<file path="src/rtl/csr_trap_regs.sv">
// Machine-mode CSR file with atomic trap entry/return and gated external interrupt.
// Optional mcycle/minstret counters are built when CSR_COUNTERS_EN is defined.
module csr_trap_regs #(
   parameter logic [31:0] MTVEC_RESET = 32'h0000_0000,
   parameter int unsigned IRQ_HOLDOFF = 4,
   parameter logic [31:0] MISA_VALUE  = 32'h4000_0100
) (
   input  logic        clk,
   input  logic        rst,
   input  logic        csr_w,
   input  logic [1:0]  csr_wsc_mode,
   input  logic [11:0] csr_raddr,
   input  logic [11:0] csr_waddr,
   input  logic [31:0] csr_wdata,
   output logic [31:0] csr_rdata,
   input  logic        illegal_inst,
   input  logic        ecall_m,
   input  logic        l_access_fault,
   input  logic        s_access_fault,
   input  logic [31:0] fault_val,
   input  logic        ext_irq,
   input  logic        mret,
   input  logic [31:0] epc_cur,
   input  logic [31:0] epc_next,
`ifdef CSR_COUNTERS_EN
   input  logic        instret_pulse,
`endif
   output logic        redirect,
   output logic [31:0] PC_redirect,
   output logic [31:0] mstatus_out
);

   localparam logic [11:0] ADDR_MSTATUS  = 12'h300;
   localparam logic [11:0] ADDR_MISA     = 12'h301;
   localparam logic [11:0] ADDR_MIE      = 12'h304;
   localparam logic [11:0] ADDR_MTVEC    = 12'h305;
   localparam logic [11:0] ADDR_MSCRATCH = 12'h340;
   localparam logic [11:0] ADDR_MEPC     = 12'h341;
   localparam logic [11:0] ADDR_MCAUSE   = 12'h342;
   localparam logic [11:0] ADDR_MTVAL    = 12'h343;
   localparam logic [11:0] ADDR_MIP      = 12'h344;
`ifdef CSR_COUNTERS_EN
   localparam logic [11:0] ADDR_MCYCLE    = 12'hB00;
   localparam logic [11:0] ADDR_MCYCLEH   = 12'hB80;
   localparam logic [11:0] ADDR_MINSTRET  = 12'hB02;
   localparam logic [11:0] ADDR_MINSTRETH = 12'hB82;
`endif

   logic        mstatus_mie_q, mstatus_mie_d;
   logic        mstatus_mpie_q, mstatus_mpie_d;
   logic        mie_meie_q, mie_meie_d;
   logic [31:0] mtvec_q, mtvec_d;
   logic [31:0] mscratch_q, mscratch_d;
   logic [31:0] mepc_q, mepc_d;
   logic [31:0] mcause_q, mcause_d;
   logic [31:0] mtval_q, mtval_d;
   logic [1:0]  irq_sync_q;
   logic [3:0]  holdoff_q, holdoff_d;
`ifdef CSR_COUNTERS_EN
   logic [63:0] mcycle_q, mcycle_d;
   logic [63:0] minstret_q, minstret_d;
`endif

   logic        meip;
   logic        exc;
   logic        irq_take;
   logic        wr_en;
   logic [31:0] exc_cause;
   logic        exc_has_tval;
   logic [31:0] mtvec_base;
   logic [31:0] old_val;
   logic [31:0] new_val;

   assign meip        = irq_sync_q[1];
   assign mstatus_out = {19'b0, 2'b11, 3'b0, mstatus_mpie_q, 3'b0, mstatus_mie_q, 3'b0};
   assign mtvec_base  = {mtvec_q[31:2], 2'b00};

   function automatic logic [31:0] csr_view(input logic [11:0] addr);
      logic [31:0] v;
      v = 32'h0;
      case (addr)
         ADDR_MSTATUS:  v = mstatus_out;
         ADDR_MISA:     v = MISA_VALUE;
         ADDR_MIE:      v = {20'b0, mie_meie_q, 11'b0};
         ADDR_MTVEC:    v = mtvec_q;
         ADDR_MSCRATCH: v = mscratch_q;
         ADDR_MEPC:     v = mepc_q;
         ADDR_MCAUSE:   v = mcause_q;
         ADDR_MTVAL:    v = mtval_q;
         ADDR_MIP:      v = {20'b0, meip, 11'b0};
`ifdef CSR_COUNTERS_EN
         ADDR_MCYCLE:    v = mcycle_q[31:0];
         ADDR_MCYCLEH:   v = mcycle_q[63:32];
         ADDR_MINSTRET:  v = minstret_q[31:0];
         ADDR_MINSTRETH: v = minstret_q[63:32];
`endif
         default:       v = 32'h0;
      endcase
      return v;
   endfunction

   assign csr_rdata = csr_view(csr_raddr);
   assign old_val   = csr_view(csr_waddr);

   always_comb begin
      exc          = illegal_inst | ecall_m | l_access_fault | s_access_fault;
      exc_has_tval = 1'b0;
      if (illegal_inst)        exc_cause = 32'd2;
      else if (ecall_m)        exc_cause = 32'd11;
      else if (l_access_fault) begin
         exc_cause    = 32'd5;
         exc_has_tval = 1'b1;
      end else begin
         exc_cause    = 32'd7;
         exc_has_tval = s_access_fault;
      end
      irq_take = !exc && !mret && (holdoff_q == 4'd0) && mstatus_mie_q && mie_meie_q && meip;
      redirect = exc | mret | irq_take;
      if (exc)                      PC_redirect = mtvec_base;
      else if (mret)                PC_redirect = mepc_q;
      else if (irq_take)            PC_redirect = mtvec_q[0] ? mtvec_base + 32'd44 : mtvec_base;
      else                          PC_redirect = mtvec_q;
   end

   always_comb begin
      case (csr_wsc_mode)
         2'b01:   new_val = csr_wdata;
         2'b10:   new_val = old_val | csr_wdata;
         2'b11:   new_val = old_val & ~csr_wdata;
         default: new_val = old_val;
      endcase
   end

   // Any trap or mret swallows the CSR write of that cycle, whatever its target.
   assign wr_en = csr_w && (csr_wsc_mode != 2'b00) && !redirect;

   always_comb begin
      mstatus_mie_d  = mstatus_mie_q;
      mstatus_mpie_d = mstatus_mpie_q;
      mie_meie_d     = mie_meie_q;
      mtvec_d        = mtvec_q;
      mscratch_d     = mscratch_q;
      mepc_d         = mepc_q;
      mcause_d       = mcause_q;
      mtval_d        = mtval_q;
`ifdef CSR_COUNTERS_EN
      mcycle_d       = mcycle_q + 64'd1;
      minstret_d     = minstret_q + {63'b0, instret_pulse};
`endif

      if (wr_en) begin
         case (csr_waddr)
            ADDR_MSTATUS: begin
               mstatus_mie_d  = new_val[3];
               mstatus_mpie_d = new_val[7];
            end
            ADDR_MIE:      mie_meie_d = new_val[11];
            ADDR_MTVEC:    mtvec_d    = {new_val[31:2], 1'b0, new_val[0]};
            ADDR_MSCRATCH: mscratch_d = new_val;
            ADDR_MEPC:     mepc_d     = {new_val[31:2], 2'b00};
            ADDR_MCAUSE:   mcause_d   = new_val;
            ADDR_MTVAL:    mtval_d    = new_val;
`ifdef CSR_COUNTERS_EN
            ADDR_MCYCLE:    mcycle_d   = {mcycle_q[63:32], new_val};
            ADDR_MCYCLEH:   mcycle_d   = {new_val, mcycle_q[31:0]};
            ADDR_MINSTRET:  minstret_d = {minstret_q[63:32], new_val};
            ADDR_MINSTRETH: minstret_d = {new_val, minstret_q[31:0]};
`endif
            default: ;
         endcase
      end

      if (exc) begin
         mepc_d         = {epc_cur[31:2], 2'b00};
         mcause_d       = exc_cause;
         mtval_d        = exc_has_tval ? fault_val : 32'h0;
         mstatus_mpie_d = mstatus_mie_q;
         mstatus_mie_d  = 1'b0;
      end else if (mret) begin
         mstatus_mie_d  = mstatus_mpie_q;
         mstatus_mpie_d = 1'b1;
      end else if (irq_take) begin
         mepc_d         = {epc_next[31:2], 2'b00};
         mcause_d       = 32'h8000_000B;
         mtval_d        = 32'h0;
         mstatus_mpie_d = mstatus_mie_q;
         mstatus_mie_d  = 1'b0;
      end

      if (redirect)                holdoff_d = 4'(IRQ_HOLDOFF);
      else if (holdoff_q != 4'd0)  holdoff_d = holdoff_q - 4'd1;
      else                         holdoff_d = 4'd0;
   end

   always_ff @(posedge clk) begin
      if (rst) begin
         mstatus_mie_q  <= 1'b0;
         mstatus_mpie_q <= 1'b0;
         mie_meie_q     <= 1'b0;
         mtvec_q        <= {MTVEC_RESET[31:2], 1'b0, MTVEC_RESET[0]};
         mscratch_q     <= 32'h0;
         mepc_q         <= 32'h0;
         mcause_q       <= 32'h0;
         mtval_q        <= 32'h0;
         irq_sync_q     <= 2'b00;
         holdoff_q      <= 4'd0;
`ifdef CSR_COUNTERS_EN
         mcycle_q       <= 64'd0;
         minstret_q     <= 64'd0;
`endif
      end else begin
         mstatus_mie_q  <= mstatus_mie_d;
         mstatus_mpie_q <= mstatus_mpie_d;
         mie_meie_q     <= mie_meie_d;
         mtvec_q        <= mtvec_d;
         mscratch_q     <= mscratch_d;
         mepc_q         <= mepc_d;
         mcause_q       <= mcause_d;
         mtval_q        <= mtval_d;
         irq_sync_q     <= {irq_sync_q[0], ext_irq};
         holdoff_q      <= holdoff_d;
`ifdef CSR_COUNTERS_EN
         mcycle_q       <= mcycle_d;
         minstret_q     <= minstret_d;
`endif
      end
   end

endmodule

</file>
<file path="config.mk">
export PLATFORM = sky130hd
export DESIGN_NAME = csr_trap_regs
export DESIGN_NICKNAME = d
export VERILOG_FILES = /design/src/rtl/csr_trap_regs.sv
export SDC_FILE = /design/constraint.sdc
export NUM_CORES = 1
export LEC_CHECK = 0
export ABC_AREA = 1
export CAP_MARGIN = 40
export CORE_ASPECT_RATIO = 1.1
export CORE_UTILIZATION = 34
export DETAILED_ROUTE_END_ITERATION = 8
export GPL_TIMING_DRIVEN = 0
export PLACE_DENSITY = 0.66
export SLEW_MARGIN = 40
export SYNTH_ARGS = -nofsm -noshare
export SYNTH_HDL_FRONTEND = slang
export SYNTH_SLANG_ARGS = --single-unit
</file>
<file path="constraint.sdc">
create_clock -name clk -period 4.5 [get_ports clk]
set_input_delay 0.45 -clock clk [delete_from_list [all_inputs] [get_ports clk]]
set_output_delay 0.45 -clock clk [all_outputs]
set_load 0.03 [all_outputs]
</file>
==> results of run 1 <==
how the worst max path moves through the flow:
stage,from,endpoint,slack (ns),cells past startpoint
finish,csr_raddr[7],csr_rdata[8],0.002,9
global route,mstatus_mie_q,PC_redirect[15],-0.01,11
detailed placement,csr_raddr[7],csr_rdata[2],0.1,7
CTS,csr_raddr[7],csr_rdata[2],0.09,7
global placement,csr_raddr[7],csr_rdata[2],0.08,7
floorplan,l_access_fault,PC_redirect[19],1.82,9
logic make-up (layout without fill, tap and decap cells):
group                      Yosys count  after routing  share of synthesized area (%)
AOI/OAI and AO/OA                  554            554                           24.4
xor gates and xnor gates             5              5                          0.357
adders and majority gates            2              2                          0.204
buffers and inverters              428            684                           14.8
DFF                                168            168                           27.4
other                                2             32                         0.0613
and+or+nand+nor                    949            949                           32.8
registers in the layout, indices dropped and copies added (netlist names):
register	cells
mcause_q	32
mepc_q	32
mscratch_q	32
mtval_q	32
mtvec_q	31
holdoff_q	4
irq_sync_q	2
mie_meie_q	1
mstatus_mie_q	1
mstatus_mpie_q	1
area by class of cell:
| cell class | instances | area, um2 |
|---|---|---|
| flip-flops and latches | 168 | 3360 |
| well taps | 481 | 602 |
| multi-input cells | 1540 | 7210 |
| diodes | 2 | 5.00 |
| fillers | 3900 | 19500 |
| inverters | 270 | 1010 |
| plain buffers | 158 | 805 |
| clock buffers | 17 | 425 |
| clock inverters | 15 | 185 |
| repair buffers | 224 | 2240 |
metal layers:
layer / up-vias / global-route usage, % / share of wire (%)
met4: 0 / 29.4 / 8.6
met1: 7519 / 45.0 / 38
li1: 7379 / - / -
met3: 247 / 6.21 / 7.9
met2: 934 / 62.8 / 46
met5: - / 0 / 0
worst reg2reg max path: stages (launching register included):
cell      delay (ns)
dfxtp_1         0.58
inv_1           0.33
nor3_4          0.33
nand2_2         0.13
nand2_2         0.22
inv_2           0.10
nand2_2         0.15
nor2_2          0.12
inv_1           0.12
clkbuf_1        0.59
o21ai_0         0.22
inv_1           0.08
power by group:
part	switching [mW]	total [mW]	internal, mW
Combinational	0.333	0.547	0.214
Sequential	0.0406	1.55	1.51
Clock	0.792	1.64	0.846
Total	1.17	3.74	2.57
placed cells by master (no fill, tap or decap), types with 38 or more instances in the layout:
cell type | netlist | final
a21oi_1 | 242 | 242
buf_4 | 38 | 38
clkbuf_1 | 75 | 71
clkdlybuf4s50_1 | 0 | 224
dfxtp_1 | 168 | 168
inv_1 | 259 | 259
nand2_1 | 522 | 522
nand3_1 | 161 | 161
nor2_1 | 190 | 190
o21ai_0 | 197 | 197
what timing repair did:
item | in CTS | in global routing
setup buffers | 0 | 0
gates resized for setup | 0 | 2
endpoints found under the setup margin | 0 | 4
==> flow_summary.toml, run 1 <==
[outcome]
status = "complete, no violations"

[timing]
maxSlewViolCount = 0
final.period_utilization_pct = 99.9
hold_viol_final = 0
max_slew_margin_pct = 40.6
fin_ws_ns = 0.00230
rsz0062_at_grt = "true"
totalNegativeSetupSlack_ns = 0
post-route-min-period_ns = 4.50
worst-slew-pin-transition_ns = 0.892
final-setup-viol-count = 0
fmaxAchievable_mhz = 222
setup_skew_after_layout_ns = 0.0170
worst_hold_slack_ns = 0.409

[yosys]
post-synth-top-count-cell = "nand2_1"
synthTopCellsByCount = "nand2_1 (522), inv_1 (259), a21oi_1 (242)"
synth_top_cells_by_area = "dfxtp_1 (27%), nand2_1 (16%), a21oi_1 (9.9%)"
synth_area_per_cell_um2 = 5.81
yosysSeqAreaShare_pct = 27.4
post_synth_inst_count = 2108
share_of_the_synthesized_area_in_the_top_cell_type_pct = 27.4
synthArstFlopShare_pct = 0
synth.largest_area_cell = "dfxtp_1"
yosysUniqueCellTypes = 44
ys_seq_elements = 168
mappedNetlistArea_um2 = 12300
synth_flop_cell = "dfxtp_1"
count_of_flip_flops_with_a_built_in_enable_after_synthesis = 0
synth.yosys.warnings = 0

[setup_path]
crit-reg2reg-launch = "mstatus_mie_q"
path_common_cell = "clkdlybuf4s50_1"
cp_num_buf_inv = 3
reg2reg_slack_ns = 1.48
cp_top_family = "buffers and inverters"
worstPathCellList = "clkdlybuf4s50_1 > or3_1 > nor3b_4 > nand2_1 > clkbuf_1 > o22ai_1 > nor2_1 > o211ai_1 > clkdlybuf4s50_1"
timing.critical_path.slowest_cell_delay_ns = 0.76
cp-end-kind = "output port"
crit-reg2reg-capture = "mscratch_q[16]"
crit_slowest_cell = "clkdlybuf4s50_1"
critical_path.max_fanout = 10
critPathKind = "input pin to output port"
rr_worst_depth = 11
critPathRequiredTime_ns = 4.05
arrival_ns = 4.05
setup.worst_path.start_class = "input pin"

[finish]
final_layout_size_suffix_gt1_share_pct = 6.56
instances_no_fill = 2875
area_delta_synth_final_pct = 29.3
utilization_pct = 44.9
fin_area_um2 = 15800
layout.nets = 2544

[floorplan]
fp.coreArea_um2 = 35300
initial_core_utilization_pct = 34.7
fp.dieArea_um2 = 36800
die_w_um = 183
fp-row-count = 72
num_io_pins = 260
fp.dieH_um = 201

[grt]
grt_pass1_vias = 15100
grt_first_pass_wirelength_um = 100000
number_of_antenna_violations_at_the_first_check_in_global_routing = 1
grt_usage_pct = 38.5
grt_start_max_net_pins = 18
total_congestion_overflow = 0

[min_path]
whs_path_depth = 2
holdPathEnd = "irq_sync_q[1]"
holdCritPathClass = "flip-flop to flip-flop"
hold_crit_start = "irq_sync_q[0]"

[cts]
ctsRootBufferMaster = "clkbuf_16"
tritoncts.num_buffers = 17
cts.reportedPaths.clkPinSlew_ns = 0.08
tritoncts = "yes"
maximum_number_of_buffers_from_clock_root_to_sink = 2
cts.hold.buffers_added = 0
cts_max_level = 4
cts_num_sinks = 168
clk-insertion-delay-late_ns = 0.47

[drt]
vias = 16100
vias_per_cell = 5.59
drt_drc_violations_left = 0
finalWirelength_um = 72200
postRouteAntennaNets = 0
routed_wire_length_per_instance_um = 25.1
detail_route.iter0.violations = 1603
drt_pass1_iterations = 6

[flow_run]
drv_cap = 0

[pwr]
vdd.ir_drop.worst_mv = 0.280
p_per_area_nw_per_um2 = 236
totalPowerFinal_mw = 3.74
static-leakage-power_nw = 6.54

[place]
finalWeightedCongestion = 1.01
placed_instance_count = 2841
buffer_ports.inserted = 224
dpl-instance-area_um2 = 15200
detailedPlace.worstSlack_ns = 0.0957
dp_hpwl_um = 58100
No activity file was read; power rests on OpenSTA's default activity.
==> run 2, diff against run 1 <==
--- a/config.mk
+++ b/config.mk
@@ -8,6 +8,7 @@
 export ABC_AREA = 1
 export CAP_MARGIN = 40
 export CORE_ASPECT_RATIO = 1.1
+export CORE_MARGIN = 2
 export CORE_UTILIZATION = 34
 export DETAILED_ROUTE_END_ITERATION = 8
 export GPL_TIMING_DRIVEN = 0
==> run 2 against run 1 <==
Setup slack improved by 0.045 ns. Global-route usage increased by 0.95 points. Hold slack improved by 0.0013 ns. Register-to-register slack improved by 0.26 ns. Design area decreased by 0.28%. Critical path depth increased by 2. Via count increased by 0.32%. Sequential share of layout area increased by 0.059 points.
==> flow_summary.toml, run 2 (same netlist as run 1, synthesis figures left out) <==
[drt]
drt_drc_violations_left = 0
finalWirelength_um = 74800
routed_wire_length_per_instance_um = 26.0
postRouteAntennaNets = 0
drt_pass1_iterations = 6
vias = 16100
vias_per_cell = 5.61
detail_route.iter0.violations = 1927

[grt]
grt_pass1_vias = 15400
grt_start_max_net_pins = 19
grt_usage_pct = 39.4
number_of_antenna_violations_at_the_first_check_in_global_routing = 0
total_congestion_overflow = 0
grt_first_pass_wirelength_um = 104000

[finish]
seqCellArea_um2 = 3360
most_common_cell_after_layout_fill_and_taps_aside = "nand2_1"
multi_input_area_um2 = 7200
fin_area_um2 = 15800
area_delta_synth_final_pct = 29.0
final_layout_size_suffix_gt1_share_pct = 6.56
layout.nets = 2544
fillerInstances = 3908
layout_common_cells = "nand2_1 (521), inv_1 (259), a21oi_1 (242)"

[floorplan]
num_io_pins = 260
fp-row-count = 72
fp.dieH_um = 203
fp.coreArea_um2 = 35300
fp.dieArea_um2 = 37600
initial_core_utilization_pct = 34.7
die_w_um = 185

[timing]
fmaxAchievable_mhz = 225
final.period_utilization_pct = 98.9
setup_skew_after_layout_ns = 0.0183
final-setup-viol-count = 0
totalNegativeSetupSlack_ns = 0
max_slew_margin_pct = 40.1
post-route-min-period_ns = 4.45
worst_hold_slack_ns = 0.410
rsz0062_at_grt = "false"
worst-slew-pin-transition_ns = 0.899
hold_viol_final = 0
maxSlewViolCount = 0

[cts]
tritoncts = "yes"
clk-insertion-delay-late_ns = 0.47
tritoncts.num_buffers = 17
cts.reportedPaths.clkPinSlew_ns = 0.08
post_cts_buffers = 0
ctsRootBufferMaster = "clkbuf_16"
cts_num_sinks = 168
maximum_number_of_buffers_from_clock_root_to_sink = 2
cts_max_level = 4

[pwr]
vdd.ir_drop.worst_mv = 0.285
p_per_area_nw_per_um2 = 231
static-leakage-power_nw = 6.52

[outcome]
status = "complete, no violations"

[min_path]
holdCritPathClass = "flip-flop to flip-flop"
whs_path_depth = 2

[setup_path]
cp-end-kind = "output port"
arrival_ns = 4.00
critical_path.max_fanout = 6
setup.worst_path.start_class = "flip-flop"
critPathKind = "flip-flop to output port"
critPathRequiredTime_ns = 4.05
rr_worst_depth = 13

[place]
dp_hpwl_um = 60400
buffer_ports.inserted = 224
finalWeightedCongestion = 1.02
dpl-instance-area_um2 = 15200

[flow_run]
drv_cap = 0
run 2: cell count changes in the layout (fill, tap and decap cells not counted), sizes merged:
cell / previous run / this run
bufinv: 2 / 0
inv: 277 / 278
clkinv: 4 / 6
diode: 2 / 1
clkinvlp: 2 / 1
run 2: worst paths after layout:
check | from | to | slack, ns
max | mtvec_q[5] | PC_redirect[27] | 0.05
min | irq_sync_q[0] | irq_sync_q[1] | 0.41
max reg2reg | holdoff_q[0] | mscratch_q[17] | 1.74
min reg2reg | irq_sync_q[0] | irq_sync_q[1] | 0.41
run 2: what timing repair did:
item,in CTS,in global routing
resized for setup,0,1
setup endpoints to repair,0,10
hold buffers,0,0
run 2: final cells by class:
class | instances | share of cell area, %
Clock buffer | 17 | 2.69
Timing Repair Buffer | 224 | 14.2
Sequential cell | 168 | 21.3
Clock inverter | 15 | 0.974
Buffer | 158 | 5.09
Inverter | 270 | 6.41
Multi-Input combinational cell | 1540 | 45.5
Tap cell | 481 | 3.81
Antenna cell | 1 | 0.0158
run 2: power breakdown:
group | internal, mW | switching, mW | leakage, nW
combinational | 0.214 | 0.338 | 4.87
sequential | 1.51 | 0.0384 | 1.37
clock | 0.743 | 0.811 | 0.284
total | 2.47 | 1.19 | 6.52
run 2: stage by stage:
stage                     util [%]  std cells  setup slack (ns)  total power [mW]
after global routing          44.7       2873            0.0387              3.74
after global placement        43.1       2841           -0.0145              2.12
after floorplan                  -       2136              1.82              1.81
final                         44.8       2874            0.0478              3.66
after detailed placement      43.1       2841            0.0372              2.12
after CTS                     44.7       2873            0.0311              3.64
run 2: worst max-delay path: stages, from the launching register on:
cell,delay [ns]
dfxtp_1,0.63
inv_1,0.27
nand2_1,0.29
nand2_1,0.12
nor2_1,0.18
nand4_1,0.25
nor3_2,0.52
nand3_1,0.14
nand3_1,0.13
nand2_1,0.06
o21ai_0,0.18
clkdlybuf4s50_1,0.77
run 2: metal layers:
metal / vias up / track usage (%) / part of all wire (%)
li1: 7371 / - / -
met1: 7558 / 46.8 / 37
met2: 955 / 65.2 / 47
met3: 246 / 6.17 / 8.0
met4: 0 / 26.8 / 8.0
met5: - / 0 / 0
